[src/rtl/switchbank_fifo.sv]
// Debounced switch-entry peripheral: each press of enter_key queues the synchronized
// switch value into a small FIFO that the CPU drains through the a0/ack polling port.
module switchbank_fifo #(
    parameter int DEPTH           = 4,
    parameter int DEBOUNCE_CYCLES = 50000
) (
    input  logic        clk,
    input  logic        reset_n,
    input  logic [7:0]  switches,
    input  logic        enter_key,
    input  logic        a0,
    input  logic        ack,
    output logic [15:0] data_out
);

    localparam int PTR_W  = $clog2(DEPTH);
    localparam int CNT_W  = PTR_W + 1;
    localparam int DCNT_W = $clog2(DEBOUNCE_CYCLES);
    localparam logic [DCNT_W-1:0] DCNT_MAX = DCNT_W'(DEBOUNCE_CYCLES - 1);
    localparam logic [CNT_W-1:0]  CNT_FULL = CNT_W'(DEPTH);

    logic [1:0]        key_sync_reg;
    logic [7:0]        sw_meta_reg;
    logic [7:0]        sw_sync_reg;
    logic              k_s;

    logic              db_reg, db_next;
    logic              db_d_reg;
    logic [DCNT_W-1:0] dcnt_reg, dcnt_next;

    logic [PTR_W-1:0]  wr_ptr_reg, wr_ptr_next;
    logic [PTR_W-1:0]  rd_ptr_reg, rd_ptr_next;
    logic [CNT_W-1:0]  count_reg, count_next;
    logic              ovf_reg, ovf_next;

    logic              push, pop, wr_en, ovf_set;
    logic              full, not_empty;
    logic [7:0]        entry [DEPTH];
    logic [7:0]        head;
    logic [7:0]        count_ext;

    assign k_s = key_sync_reg[1];

    // Synchronizers and debouncer state
    always_ff @(posedge clk or negedge reset_n) begin
        if (!reset_n) begin
            key_sync_reg <= '0;
            sw_meta_reg  <= '0;
            sw_sync_reg  <= '0;
            db_reg       <= 1'b0;
            db_d_reg     <= 1'b0;
            dcnt_reg     <= '0;
        end else begin
            key_sync_reg <= {key_sync_reg[0], enter_key};
            sw_meta_reg  <= switches;
            sw_sync_reg  <= sw_meta_reg;
            db_reg       <= db_next;
            db_d_reg     <= db_reg;
            dcnt_reg     <= dcnt_next;
        end
    end

    always_comb begin
        db_next   = db_reg;
        dcnt_next = dcnt_reg;
        if (k_s == db_reg) begin
            dcnt_next = '0;
        end else if (dcnt_reg == DCNT_MAX) begin
            db_next   = ~db_reg;
            dcnt_next = '0;
        end else begin
            dcnt_next = dcnt_reg + DCNT_W'(1);
        end
    end

    assign full      = (count_reg == CNT_FULL);
    assign not_empty = (count_reg != '0);
    assign push      = db_reg & ~db_d_reg;
    assign pop       = ack & ~a0 & not_empty;
    // When full, a simultaneous pop frees the head slot, which is exactly wr_ptr.
    assign wr_en     = push & (~full | pop);
    assign ovf_set   = push & full & ~pop;

    always_comb begin
        wr_ptr_next = wr_ptr_reg;
        rd_ptr_next = rd_ptr_reg;
        count_next  = count_reg;
        ovf_next    = ovf_reg;
        if (wr_en) wr_ptr_next = wr_ptr_reg + PTR_W'(1);
        if (pop)   rd_ptr_next = rd_ptr_reg + PTR_W'(1);
        case ({wr_en, pop})
            2'b10:   count_next = count_reg + CNT_W'(1);
            2'b01:   count_next = count_reg - CNT_W'(1);
            default: count_next = count_reg;
        endcase
        if (ovf_set)        ovf_next = 1'b1;
        else if (ack && a0) ovf_next = 1'b0;
    end

    always_ff @(posedge clk or negedge reset_n) begin
        if (!reset_n) begin
            wr_ptr_reg <= '0;
            rd_ptr_reg <= '0;
            count_reg  <= '0;
            ovf_reg    <= 1'b0;
        end else begin
            wr_ptr_reg <= wr_ptr_next;
            rd_ptr_reg <= rd_ptr_next;
            count_reg  <= count_next;
            ovf_reg    <= ovf_next;
        end
    end

    // Storage is deliberately left unreset; count gates every read of it.
    genvar gi;
    generate
        for (gi = 0; gi < DEPTH; gi++) begin : g_entry
            logic [7:0] entry_reg;
            always_ff @(posedge clk) begin
                if (wr_en && (wr_ptr_reg == PTR_W'(gi))) entry_reg <= sw_sync_reg;
            end
            assign entry[gi] = entry_reg;
        end
    endgenerate

    assign head      = entry[rd_ptr_reg];
    assign count_ext = 8'(count_reg);

    always_comb begin
        data_out = 16'h0000;
        if (a0) begin
            data_out = {8'h00, count_ext[3:0], 1'b0, ovf_reg, full, not_empty};
        end else if (not_empty) begin
            data_out = {8'h00, head};
        end
    end

endmodule

[config.mk]
export PLATFORM = sky130hd
export DESIGN_NAME = switchbank_fifo
export DESIGN_NICKNAME = d
export VERILOG_FILES = /design/src/rtl/switchbank_fifo.sv
export SDC_FILE = /design/constraint.sdc
export NUM_CORES = 1
export LEC_CHECK = 0
export CORE_MARGIN = 5
export CORE_UTILIZATION = 45
export DETAILED_ROUTE_END_ITERATION = 6
export PLACE_DENSITY = 0.72
export SYNTH_ARGS = -nofsm -noshare
export SYNTH_HDL_FRONTEND = slang
export SYNTH_SLANG_ARGS = --single-unit
export TNS_END_PERCENT = 30
[constraint.sdc]
create_clock -name clk -period 2.2 [get_ports clk]
set_input_delay 0.66 -clock clk [delete_from_list [all_inputs] [get_ports clk]]
set_output_delay 0.66 -clock clk [all_outputs]
set_load 0.05 [all_outputs]
==> impl_results.md <==
- Outcome: finished with violations
- Failing checks: negative setup slack
- PwrDens: 1052 nW/um^2
- # rows: 30
- Sequential area share after synthesis: 0.6496
- HPWL Detailed: 3941 um
- Setup violators final: 9
- Min cycle time layout: 2.449 ns
- Worst path slowest cell: mux4_2
- Global Route Usage Sum: 0.1406
- Avg Cell Area, Syn: 13.80 um^2
- Synth Area in Adders: 0.02601
- Worst skew pair latency: 0.34 ns
- Pre-Repair DR Iteration Count: 4
- Max FFs per register: 32
- Layout Nets: 293
- Synth Area in XOR/XNOR: 0.05518
- Crit path DAT: 1.79 ns
- Number of port buffers: 20
- Crit-path max cell delay: 0.49 ns
- Largest net degree at the start of global routing: 30
- Lkg Pwr: 1.573 nW
- Setup crit end kind: output pin
- Reg2Reg Depth: 8
- Starting Density: 0.4647
- Synth Instances: 230
- Wl on met1: 2351 um
- Total wire length: 5502 um
- Grt total ovfl: 0
- YS warnings: 0
- Layout cell share with drive strength beyond 1: 0.2401
- Ys async rst share: 0.5789
- Post-synth EDFFs: 32
- Final ANT Viol Nets: 0
- Max Slew Vio Count: 0
- Reg2reg setup slack: 0.16 ns
- First-pass GRT wire length: 9335 um
- CTS sink count: 76
- Largest family of logic cells by synthesized area: simple AND/OR/NAND/NOR gates
- Root buf cell: clkbuf_8
- Initial antenna violation count: 0
- Synth cell types: 40
- CP Cell Sequence: buf_12, mux4_2, o22a_1, buf_12
- CTS tree: yes
- WL/cell: 14.67 um
- RSZ-0062 raised after global routing: true
- Max-cap violations: 0
- Htree depth: 3
- Setup bufs post-CTS: 0
- Fmax achieved: 408.4 MHz
- Met2 WL: 2769 um
- Post-Synth Simple-Gate Area: 0.1194
- Fin crit share: 1.113
- Final core occ: 0.5815
- Core ar.: 6832 um^2
- Kind of critical path: flop to output pin
- Final instance area: 3973 um^2
- Fin. Hold Viols: 0
- Residual DRC: 0
- Clk buf depth: 2
- Vias: 1893
- Layout area overhead: 25.15%
- Cell mode on critical path: buf_12
- Ant. Diodes: 0
- Compound-Gate Fraction of Synth Area: 0.04493
- Reg clk slew, reported paths: 0.08 ns
- Vias/cell: 5.048
- GPL Wtd Cong: 0.8666
- Post-Route Skew: 0.01022 ns
- CP required: 1.54 ns
- Setup TNS: -1.562 ns
- Synthesized area: 3174 um^2
- Area post-placement: 3709 um^2
- Top FF cell, synth: dfrtp_1
- Die height: 93.99 um
- Final WS setup: -0.2486 ns
- Synthesized flop and latch total: 76
- Number of global-route vias before repair: 1888
- Mux contribution to synthesized area: 0.06661
- Routed wl met3: 265 um
- CTS Buf Count: 9
- DR top layer: met4
- Die Area: 8834 um^2
- Ports: 29
- Crit start category: flop
- CP max FO: 10
- Die X: 93.99 um
- VDD IR-drop max: 1.122 mV
- Starting DRT DRC Count: 99
- Hold crit path type: input port to async pin
## worst paths after layout
kind	startpoint	end
worst max-delay path	rd_ptr_reg[0]	data_out[6]
worst min-delay path	reset_n	sw_sync_reg[3]
worst max register to register	count_reg[1]	count_reg[2]
worst min register to register	sw_meta_reg[5]	sw_sync_reg[5]
max in group asynchronous	reset_n	dcnt_reg[15]
min in group clk	sw_meta_reg[5]	sw_sync_reg[5]
## where the power goes
part	internal [W]	switching [W]
Clock	0.000681	0.000514
Combinational	0.000658	0.000705
Sequential	0.00154	0.0000800
Total	0.00288	0.00130
## final cells by class
class	count	area (um^2)
clock buffer	10	137.6
sequential	76	2062
tap	96	120.1
multi-input combinational	140	1054
timing repair buffer	40	478.0
fill	545	2859
inverter	7	26.28
clock inverter	6	95.09
## cell usage in the layout (no fill, tap or decap), types with 5 or more instances in the layout
cell	instances
inv_1	7
clkdlybuf4s50_1	10
ha_1	5
edfxtp_1	32
nor4_1	5
clkbuf_8	10
nor2_2	5
mux4_2	8
dfrtp_1	44
buf_12	12
nand3_1	9
nor3_1	5
buf_4	15
nand2_1	9
xnor2_1	16
nor2_1	24
conb_1	8
## logic make-up (layout without fill, tap and decap cells)
kind of cell | count (synthesis) | count (layout)
mux | 11 | 11
flops | 76 | 76
simple gates | 77 | 77
xor+xnor | 20 | 20
other cells | 1 | 8
compound gates | 18 | 18
fa+ha+maj | 6 | 6
buf+inv | 21 | 63
## worst max-delay path: cells and delay by family (launching register included)
family | cells | cell delay [ns]
buffers and inverters | 2 | 0.32
flip-flops | 1 | 0.37
multiplexers | 1 | 0.49
AO/OA/AOI/OAI | 1 | 0.26
## layer usage
metal	global-route usage	vias to the layer above
li1	-	891
met1	0.1793	940
met2	0.2265	50
met3	0.04087	12
met4	0.05415	0
met5	0	-
## synth_stat cells, types with 2 or more instances
cell type   n  area share
mux2i_1     2      0.0063
nand3_1     9       0.014
or3_1       2      0.0039
clkbuf_1    4      0.0047
xor2_1      4       0.011
nor2_1     29       0.034
o21bai_1    2      0.0047
mux4_2      8       0.057
xnor2_1    16       0.044
nor2b_1     2      0.0039
dfrtp_1    44        0.35
inv_1       7      0.0083
and3_1      2      0.0039
ha_1        5       0.020
edfxtp_1   32        0.30
nand2b_1    2      0.0039
o21ai_0     3      0.0047
nand2_1     9       0.011
and2_1      6       0.012
nor3_1      5      0.0079
nor4_1      5      0.0099
a21oi_1     4      0.0063
buf_4       8       0.019
nand4_1     4      0.0079
## repair_timing
| item | 4_1_cts | 5_1_grt |
|---|---|---|
| hold buffers | 0 | 0 |
| pin swaps | 3 | 0 |
| resized for setup | 9 | 3 |
| setup endpoints to repair | 9 | 10 |
## stage by stage
step                instances  hold slack [ns]  power [W]  worst slack, ns
floorplan                 237           0.3312   0.002383          -0.2833
global placement          359           0.3316   0.002968          -0.3953
detailed placement        359           0.3365   0.002977          -0.4823
CTS                       375           0.2307   0.004218          -0.2820
global route              375           0.2447   0.004379          -0.3252
finish                    375           0.2431   0.004180          -0.2486
Power figures use the tool's default switching activity.
